File: src/rtl/clock_setter.sv
// -----------------------------------------------------------------------------
// clock_setter
//
// Front-panel controller for a 24-hour clock with one alarm. Two raw push
// buttons (mode, inc) are synchronized, debounced and turned into single-cycle
// press events. A six-state mode machine lets the user edit the clock time and
// the alarm time/enable. When the user leaves minute editing, the edited time
// is handed to the clock with a one-cycle load strobe.
//
// Parameters
//   DEBOUNCE_CYCLES  consecutive stable cycles needed before a debounced button
//                    level follows the synchronized input (2..255)
//
// Ports
//   clk        in   1  clock, rising edge
//   rst        in   1  synchronous, active-high reset
//   btn_mode   in   1  raw mode button, high = pressed
//   btn_inc    in   1  raw increment button, high = pressed
//   cur_hour   in   5  live clock hour (0..23), captured when editing starts
//   cur_min    in   6  live clock minute (0..59), captured when editing starts
//   set_hour   out  5  hour to write into the clock
//   set_min    out  6  minute to write into the clock
//   load       out  1  one-cycle strobe: clock takes set_hour/set_min
//   alarm_hr   out  5  alarm hour (0..23)
//   alarm_min  out  6  alarm minute (0..59)
//   alarm_en   out  1  alarm enable
//   mode       out  3  current state code, used by the display for blinking
// -----------------------------------------------------------------------------

// -----------------------------------------------------------------------------
// clock_setter_btn
//
// One button conditioning channel: 2-flop synchronizer, counter-based
// debouncer and rising-edge detector on the debounced level.
//
// Ports
//   clk    in   1  clock
//   rst    in   1  synchronous, active-high reset
//   btn    in   1  raw asynchronous button
//   press  out  1  one-cycle event on each debounced 0->1 transition
// -----------------------------------------------------------------------------
module clock_setter_btn #(
  parameter int DEBOUNCE_CYCLES = 4
) (
  input  logic clk,
  input  logic rst,
  input  logic btn,
  output logic press
);

  // Count value reached on the last required mismatch cycle.
  localparam logic [7:0] CNT_LAST = 8'(DEBOUNCE_CYCLES - 1);

  logic       sync_a;
  logic       sync_b;
  logic       level;
  logic       level_q;
  logic [7:0] cnt;

  // NOTE: every register in a clocked block is assigned with <= so that all
  // flops sample the values from before the edge; '=' here would let the
  // second synchronizer stage see the first stage's new value in the same
  // cycle and collapse the synchronizer to a single flop.
  always_ff @(posedge clk) begin
    if (rst) begin
      sync_a  <= 1'b0;
      sync_b  <= 1'b0;
      level   <= 1'b0;
      level_q <= 1'b0;
      cnt     <= 8'd0;
    end else begin
      sync_a  <= btn;
      sync_b  <= sync_a;
      level_q <= level;
      if (sync_b != level) begin
        // Input disagrees with the debounced level: count consecutive cycles
        // and flip the level once the full run has been seen.
        if (cnt == CNT_LAST) begin
          level <= sync_b;
          cnt   <= 8'd0;
        end else begin
          cnt <= cnt + 8'd1;
        end
      end else begin
        // Any agreeing cycle breaks the run.
        cnt <= 8'd0;
      end
    end
  end

  // level_q lags level by one cycle, so this is high for exactly one cycle
  // per debounced press no matter how long the button is held.
  assign press = level & ~level_q;

endmodule

module clock_setter #(
  parameter int DEBOUNCE_CYCLES = 4
) (
  input  logic       clk,
  input  logic       rst,
  input  logic       btn_mode,
  input  logic       btn_inc,
  input  logic [4:0] cur_hour,
  input  logic [5:0] cur_min,
  output logic [4:0] set_hour,
  output logic [5:0] set_min,
  output logic       load,
  output logic [4:0] alarm_hr,
  output logic [5:0] alarm_min,
  output logic       alarm_en,
  output logic [2:0] mode
);

  // State codes double as the mode output seen by the display.
  localparam logic [2:0] ST_RUN     = 3'd0;
  localparam logic [2:0] ST_SET_HR  = 3'd1;
  localparam logic [2:0] ST_SET_MIN = 3'd2;
  localparam logic [2:0] ST_ALM_HR  = 3'd3;
  localparam logic [2:0] ST_ALM_MIN = 3'd4;
  localparam logic [2:0] ST_ALM_EN  = 3'd5;

  logic [2:0] state;
  logic       mode_ev;
  logic       inc_ev;
  logic       inc_eff;

  logic [4:0] set_hour_nx;
  logic [5:0] set_min_nx;
  logic [4:0] alarm_hr_nx;
  logic [5:0] alarm_min_nx;

  // ---------------------------------------------------------------------------
  // Button conditioning
  // ---------------------------------------------------------------------------
  clock_setter_btn #(
    .DEBOUNCE_CYCLES(DEBOUNCE_CYCLES)
  ) u_btn_mode (
    .clk  (clk),
    .rst  (rst),
    .btn  (btn_mode),
    .press(mode_ev)
  );

  clock_setter_btn #(
    .DEBOUNCE_CYCLES(DEBOUNCE_CYCLES)
  ) u_btn_inc (
    .clk  (clk),
    .rst  (rst),
    .btn  (btn_inc),
    .press(inc_ev)
  );

  // A mode press in the same cycle swallows the increment.
  assign inc_eff = inc_ev & ~mode_ev;

  // ---------------------------------------------------------------------------
  // Wrapping increments, kept at the field widths and wrapped by comparing
  // against the last legal value.
  // ---------------------------------------------------------------------------
  function automatic logic [4:0] next_hour(input logic [4:0] h);
    return (h == 5'd23) ? 5'd0 : h + 5'd1;
  endfunction

  function automatic logic [5:0] next_min(input logic [5:0] m);
    return (m == 6'd59) ? 6'd0 : m + 6'd1;
  endfunction

  // NOTE: each combinational output is given its value unconditionally at the
  // top of the block, so no path leaves it unassigned and no latch is inferred.
  always_comb begin
    set_hour_nx  = next_hour(set_hour);
    set_min_nx   = next_min(set_min);
    alarm_hr_nx  = next_hour(alarm_hr);
    alarm_min_nx = next_min(alarm_min);
  end

  // ---------------------------------------------------------------------------
  // Mode machine and edited registers
  // ---------------------------------------------------------------------------
  always_ff @(posedge clk) begin
    if (rst) begin
      state     <= ST_RUN;
      set_hour  <= 5'd0;
      set_min   <= 6'd0;
      load      <= 1'b0;
      alarm_hr  <= 5'd0;
      alarm_min <= 6'd0;
      alarm_en  <= 1'b0;
    end else begin
      // load is a strobe: it is only raised for the single cycle after the
      // SET_MIN exit below.
      load <= 1'b0;

      if (mode_ev) begin
        case (state)
          ST_RUN: begin
            // Start editing from the time currently shown.
            state    <= ST_SET_HR;
            set_hour <= cur_hour;
            set_min  <= cur_min;
          end
          ST_SET_HR:  state <= ST_SET_MIN;
          ST_SET_MIN: begin
            // Leaving time edit commits it; set_* are untouched in ALM_HR so
            // the clock sees the edited values alongside the strobe.
            state <= ST_ALM_HR;
            load  <= 1'b1;
          end
          ST_ALM_HR:  state <= ST_ALM_MIN;
          ST_ALM_MIN: state <= ST_ALM_EN;
          ST_ALM_EN:  state <= ST_RUN;
          default:    state <= ST_RUN;
        endcase
      end else begin
        case (state)
          ST_RUN: ;
          ST_SET_HR:  if (inc_eff) set_hour  <= set_hour_nx;
          ST_SET_MIN: if (inc_eff) set_min   <= set_min_nx;
          ST_ALM_HR:  if (inc_eff) alarm_hr  <= alarm_hr_nx;
          ST_ALM_MIN: if (inc_eff) alarm_min <= alarm_min_nx;
          ST_ALM_EN:  if (inc_eff) alarm_en  <= ~alarm_en;
          // Codes 6 and 7 cannot be entered; recover to RUN if ever seen.
          default:    state <= ST_RUN;
        endcase
      end
    end
  end

  assign mode = state;

endmodule

File: config.mk
export PLATFORM = sky130hd
export DESIGN_NAME = clock_setter
export DESIGN_NICKNAME = d
export VERILOG_FILES = /design/src/rtl/clock_setter.sv
export SDC_FILE = /design/constraint.sdc
export NUM_CORES = 1
export LEC_CHECK = 0
export CORE_ASPECT_RATIO = 1.2
export CORE_MARGIN = 3
export CORE_UTILIZATION = 30
export CTS_CLUSTER_DIAMETER = 50
export DETAILED_ROUTE_END_ITERATION = 10
export DONT_BUFFER_PORTS = 1
export GPL_TIMING_DRIVEN = 0
export SETUP_SLACK_MARGIN = 0.4
export SYNTH_ARGS = -nofsm -noshare
export SYNTH_HDL_FRONTEND = slang
export SYNTH_SLANG_ARGS = --single-unit
File: constraint.sdc
create_clock -name clk -period 2.8 [get_ports clk]
set_input_delay 0.28 -clock clk [delete_from_list [all_inputs] [get_ports clk]]
set_output_delay 0.28 -clock clk [all_outputs]
set_load 0.005 [all_outputs]
==> results of run 1 <==
[kinds of logic after synthesis]
logic type / Yosys count
AOI/OAI and AO/OA: 51
buffers and inverters: 18
DFF: 51
xor gates and xnor gates: 18
muxes: 4
adders and majority gates: 6
and+or+nand+nor: 126
[sequential cells by signal (all words and copies together), names as in the netlist, 3 cells and up]
signal	flops
u_btn_inc.cnt	8
u_btn_mode.cnt	8
alarm_min	6
set_min	6
alarm_hr	5
set_hour	5
mode	3
[path summary, 6_finish.rpt]
| path | slack, ns | to | startpoint | cells after the start |
|---|---|---|---|---|
| max | 0.67 | alarm_min[5] | mode[2] | 5 |
| min | 0.11 | u_btn_inc.sync_a | btn_inc | 1 |
| max reg2reg | 0.67 | alarm_min[5] | mode[2] | 5 |
| min reg2reg | 0.44 | u_btn_inc.sync_b | u_btn_inc.sync_a | 1 |
[worst max-delay path, stage by stage (launching register included)]
cell     delay (ns)
dfxtp_1        0.52
or3b_1         0.42
or3_1          0.31
buf_2          0.17
or4_4          0.52
a21oi_2        0.13
[per-stage QoR]
stage	util (%)	instances	hold slack [ns]	setup WS (ns)
detailed placement	32.5	366	0.414	0.700
finish	33.5	374	0.110	0.674
global placement	32.5	366	0.413	0.713
global route	33.5	374	0.111	0.604
CTS	33.5	374	0.102	0.668
floorplan	-	274	0.408	0.824
[power groups by stage]
stage          logic [uW]  registers (uW)  clock network [uW]
6_report             18.8             730                 414
5_1_grt              21.2             731                 461
2_1_floorplan        13.3             747                   0
4_1_cts              19.2             730                 429
3_3_place_gp         19.3             747                   0
3_5_place_dp         19.2             747                   0
[cell usage after synthesis, types with 2 or more instances]
library cell,n,share of area (%)
ha_1,6,3.1
nand3_1,18,3.8
a21oi_1,15,3.1
xor2_1,13,4.8
nand2b_1,5,1.3
o221ai_1,2,0.73
inv_1,5,0.79
o21ai_0,5,1.0
a211oi_1,2,0.63
o31ai_1,4,1.3
buf_2,2,0.42
xnor2_1,5,1.8
o32ai_1,3,1.1
nand4_1,5,1.3
dfxtp_1,51,43
nor2_1,30,4.7
nor4_1,2,0.52
and3_1,8,2.1
nor2b_1,9,2.4
mux2i_1,4,1.7
nor3_1,7,1.5
o22ai_1,3,0.79
and4_1,3,1.1
nand2_1,24,3.8
a221oi_1,2,0.73
clkbuf_1,9,1.4
nor4b_1,4,1.5
or3_1,2,0.52
a311oi_1,2,0.73
[routing by layer]
layer | part of all wire [%] | up-vias | GRT usage [%] | wire length, um
met5 | 0 | - | 0 | 0
met4 | 0.79 | 0 | 3.95 | 42
met3 | 5.5 | 2 | 3.50 | 295
met2 | 47 | 46 | 20.0 | 2520
met1 | 46 | 927 | 15.5 | 2480
li1 | - | 1003 | - | -
[layout make-up]
cell class / instances / share of cell area, %
plain buffers: 12 / 2.13
clock buffers: 7 / 2.95
clock inverters: 1 / 0.194
inverters: 6 / 0.871
multi-input cells: 205 / 49.9
flip-flops and latches: 51 / 39.5
well taps: 92 / 4.45
==> metrics.md, run 1 <==
| Metric | Value |
|---|---|
| Status | finished clean |
| Post-Synth Simple-Gate Area | 27.4% |
| Max Freq | 0.470 GHz |
| Clock network power share | 35.6% |
| RSZ-0062 raised after global routing | no |
| Cell area after placement | 2500 um2 |
| Cells after synthesis | 274 |
| Startpoint types | flop |
| Tot Pwr | 1160 uW |
| H-tree depth | 2 |
| Syn_area_per_cell | 8.72 um2 |
| Worst setup path class | reg2reg |
| Vias in the first global route | 1904 |
| Slew Limit Fails | 0 |
| CP Capture Type | flop |
| NetSw | 254 uW |
| CP required | 3.04 ns |
| Die height | 104 um |
| Synth Area in Adders | 3.14% |
| Xor/xnor share of the synthesized area | 6.60% |
| Switching part of the total power | 21.8% |
| Root buf cell | clkbuf_8 |
| Core area | 7710 um2 |
| Die area | 9070 um2 |
| CTS tree | built |
| Flops & latches, synth | 51 |
| Worst-Skew Late Latency | 0.30 ns |
| Clk sinks | 51 |
| Area Overhead vs Synth | 8.22% |
| Share of cells above drive strength 1 | 4.61% |
| Die X-Extent | 87.5 um |
| Post-synth cell types | 53 |
| Worst slew margin | 59.8% |
| Commonest cells after routing, fill and taps aside | dfxtp_1, nor2_1, nand2_1 |
| Post-DP HPWL | 3860 um |
| # fillers | 816 |
| Power Dens Cells | 450 nW/um2 |
| Mux contribution to synthesized area | 1.68% |
| Slew of the pin with the lowest slew margin | 0.598 ns |
| Worst Path Max Fanout | 9 |
| Diode count | 0 |
| Int Power | 909 uW |
| Seq pwr share | 62.8% |
| Vias/cell | 5.29 |
| First-pass DRT Iterations | 4 |
| Skew final | 0.0105 ns |
| Setup bufs post-CTS | 0 |
| Clock Pin Slew Worst Setup and Hold Paths | 0.10 ns |
| Initial antenna violation count | 0 |
| Fin. Hold Viols | 0 |
| Largest family of logic cells by synthesized area | simple AND/OR/NAND/NOR gates |
| Total nets after synthesis | 295 |
| Top FF cell, synth | dfxtp_1 |
| Vias post-DR | 1978 |
| Area of the multi-input gates | 1290 um2 |
| GRT Resource Usage Total | 12.3% |
| Post_cts resized | 0 |
| Iteration-0 DRC Markers | 102 |
| Port Buffers | 0 |
| Min-delay worst type | in2reg |
| Most common cell after layout, fill and taps aside | dfxtp_1 |
| Mapped Area | 2390 um2 |
| CTS Buf Count | 5 |
| Max-cap violation count | 0 |
| Nets@finish | 302 |
| Final Setup Violations | 0 |
| WL/cell | 14.3 um |
| Minimum clock period | 2.13 ns |
| Boundary Pins | 42 |
| Initial core utilization | 31.0% |
| Num rows | 35 |
| Compound-Gate Fraction of Synth Area | 15.1% |
| Logic pwr share | 1.6% |
| CTS Hold Bufs | 0 |
| DRC | 0 |
| Static leakage | 0.000872 uW |
| Ys async rst share | 0% |
| Post-Route WL | 5340 um |
| Sequential area share after synthesis | 42.7% |
| Crit path DAT | 2.36 ns |
| Routability Congestion | 0.805 |
| Final worst-path cycle share | 75.9% |
| Antenna Nets Post-Route | 0 |
| Setup TNS | 0 ns |
| Largest net degree at the start of global routing | 15 |
| Finished Cell Area | 2580 um2 |
| First-pass GRT wire length | 9180 um |
| YS warnings | 0 |
| CTS Buffer Depth | 2 |
| Peak supply drop | 0.000178 V |
| Remaining global-route overflow | 0 |
| Post-synth EDFFs | 0 |
| Register area | 1020 um2 |
No activity file was read; power rests on OpenSTA's default activity.
==> run 2: changes to the inputs <==
==> constraint.sdc (replaced) <==
create_clock -name clk -period 2.12 [get_ports clk]
set_input_delay 0.212 -clock clk [delete_from_list [all_inputs] [get_ports clk]]
set_output_delay 0.212 -clock clk [all_outputs]
set_load 0.005 [all_outputs]
==> run 2 against run 1 <==
Compared with the run above: via count is 3.8% higher; worst hold slack got worse by 0.067 ns; non-clock buffer count increased by 8; die area stayed put; clock power is 93% higher; first-iteration DRC count down 4.9%; total power rose by 54%; critical path depth increased by 1; design area increased by 8.3%; maximum frequency rose by 7.3%; clock skew grew 0.00093 ns; critical path type unchanged.
==> metrics.md, run 2 (same netlist as run 1, synthesis figures left out) <==
| Metric | Value |
|---|---|
| Antenna Nets Post-Route | 0 |
| Commonest cells after routing, fill and taps aside | dfxtp_1, nor2_1, nand2_1 |
| Static leakage | 0.000984 uW |
| Setup TNS | 0 ns |
| Min-delay worst type | in2reg |
| WL/cell | 14.4 um |
| Nets@finish | 310 |
| RSZ-0062 raised after global routing | yes |
| CTS Hold Bufs | 0 |
| DRC | 0 |
| Root buf cell | clkbuf_8 |
| CTS Buffer Depth | 2 |
| Post-Route WL | 5510 um |
| Port Buffers | 0 |
| Worst path cell trace | buf_6 -> or3b_4 -> or3_4 -> buf_6 -> or4_4 -> a21oi_2 |
| Remaining global-route overflow | 0 |
| Minimum clock period | 1.98 ns |
| Delay of the slowest critical-path stage | 0.50 ns |
| Core area | 7710 um2 |
| Worst setup path class | reg2reg |
| Clock Pin Slew Worst Setup and Hold Paths | 0.10 ns |
| H-tree depth | 2 |
| Die height | 104 um |
| Post-DP HPWL | 3870 um |
| Initial core utilization | 31.0% |
| Die area | 9070 um2 |
| Skew final | 0.0114 ns |
| First-pass GRT wire length | 9380 um |
| Bufs and invs on worst path | 2 |
| Peak supply drop | 0.000362 V |
| Fin. Hold Viols | 0 |
| Slowest stage cell on the critical path | or4_4 |
| Iteration-0 DRC Markers | 97 |
| Vias post-DR | 2053 |
| Final Setup Violations | 0 |
| Power Dens Cells | 639 nW/um2 |
| Final worst-path cycle share | 93.5% |
| Diode count | 0 |
| Vias in the first global route | 1914 |
| Die X-Extent | 87.5 um |
| Area Overhead vs Synth | 17.2% |
| Routability Congestion | 0.864 |
| Share of cells above drive strength 1 | 12.8% |
| Worst slew margin | 61.1% |
| Final worst setup slack | 0.138 ns |
| CP required | 2.37 ns |
| First-pass DRT Iterations | 4 |
| Boundary Pins | 42 |
| Largest net degree at the start of global routing | 17 |
| Slew of the pin with the lowest slew margin | 0.583 ns |
| Most frequent CP cell | buf_6 |
| Slew Limit Fails | 0 |
| Num rows | 35 |
| GRT Resource Usage Total | 12.6% |
| Crit path DAT | 2.23 ns |
| Max-cap violation count | 0 |
| Place WS | 0.0571 ns |
| Most common cell after layout, fill and taps aside | dfxtp_1 |
| Max Freq | 0.505 GHz |
| Delay-heaviest family, CP | simple AND/OR/NAND/NOR gates |
| Startpoint types | flop |
| Worst Path Max Fanout | 3 |
| Vias/cell | 5.37 |
| Worst-Skew Late Latency | 0.30 ns |
| CTS Buf Count | 5 |
| Status | finished clean |
| Largest regs | u_btn_inc.cnt (8), u_btn_mode.cnt (8) |
| CTS tree | built |
| Initial antenna violation count | 0 |
| CP Capture Type | flop |
| Clk sinks | 51 |
## run 2: cell types whose count changed in the layout (fill, tap and decap cells not counted), moves of 2 or more
cell,change
nor4b_1,-2
bufinv_16,+2
buf_6,+3
clkbuf_2,+3
nor4b_2,+2
dfxtp_2,+3
buf_2,-2
dfxtp_1,-4
clkbuf_1,-6
buf_4,+6
## run 2: worst paths after layout
| kind | startpoint | to | slack (ns) | depth (start not counted) |
|---|---|---|---|---|
| max reg2reg | mode[0] | alarm_min[5] | 0.14 | 6 |
| min reg2reg | u_btn_mode.sync_a | u_btn_mode.sync_b | 0.44 | 1 |
| max | mode[0] | alarm_min[5] | 0.14 | 6 |
| min | btn_inc | u_btn_inc.sync_a | 0.04 | 1 |
## run 2: what timing repair did
item,4_1_cts,5_1_grt
resized for setup,13,5
setup buffers,7,1
cloned,0,0
setup endpoints to repair,17,28
pin swaps,6,5
## run 2: metal layers
metal / GRT usage (%) / up-vias / routed length [um]
met5: 0 / - / 0
met4: 4.61 / 0 / 84
met3: 3.10 / 5 / 328
met2: 19.4 / 43 / 2590
met1: 16.9 / 979 / 2510
li1: - / 1026 / -
## run 2: power breakdown
part           switching, uW  leakage [uW]  total [uW]  internal (uW)
registers               2.88      0.000414         963            961
clock network            329     0.0000644         800            471
logic                   19.3      0.000506        26.7           7.35
## run 2: per-stage QoR
stage | hold WS [ns] | area (um2) | std cells | total power [uW] | util (%)
after floorplan | 0.340 | 2410 | 274 | 1000 | -
after global placement | 0.348 | 2520 | 366 | 1010 | 32.7
after detailed placement | 0.347 | 2520 | 366 | 1010 | 32.7
after CTS | 0.0351 | 2770 | 381 | 1820 | 35.9
after global routing | 0.0264 | 2800 | 382 | 1860 | 36.3
final | 0.0436 | 2800 | 382 | 1790 | 36.3
## run 2: area by class of cell
| class | instances | area (um2) |
|---|---|---|
| Clock inverter | 3 | 67.6 |
| Inverter | 6 | 22.5 |
| Clock buffer | 5 | 68.8 |
| Tap cell | 92 | 115 |
| Sequential cell | 51 | 1030 |
| Multi-Input combinational cell | 205 | 1350 |
| Timing Repair Buffer | 8 | 76.3 |
| Fill cell | 790 | 4910 |
| Buffer | 12 | 75.1 |
## run 2: worst reg2reg max path, delay by kind of cell (launching register included)
kind                   cells  cell delay (ns)
DFF                        1             0.37
buffers and inverters      2             0.24
and+or+nand+nor            3             1.21
AOI/OAI and AO/OA          1             0.11
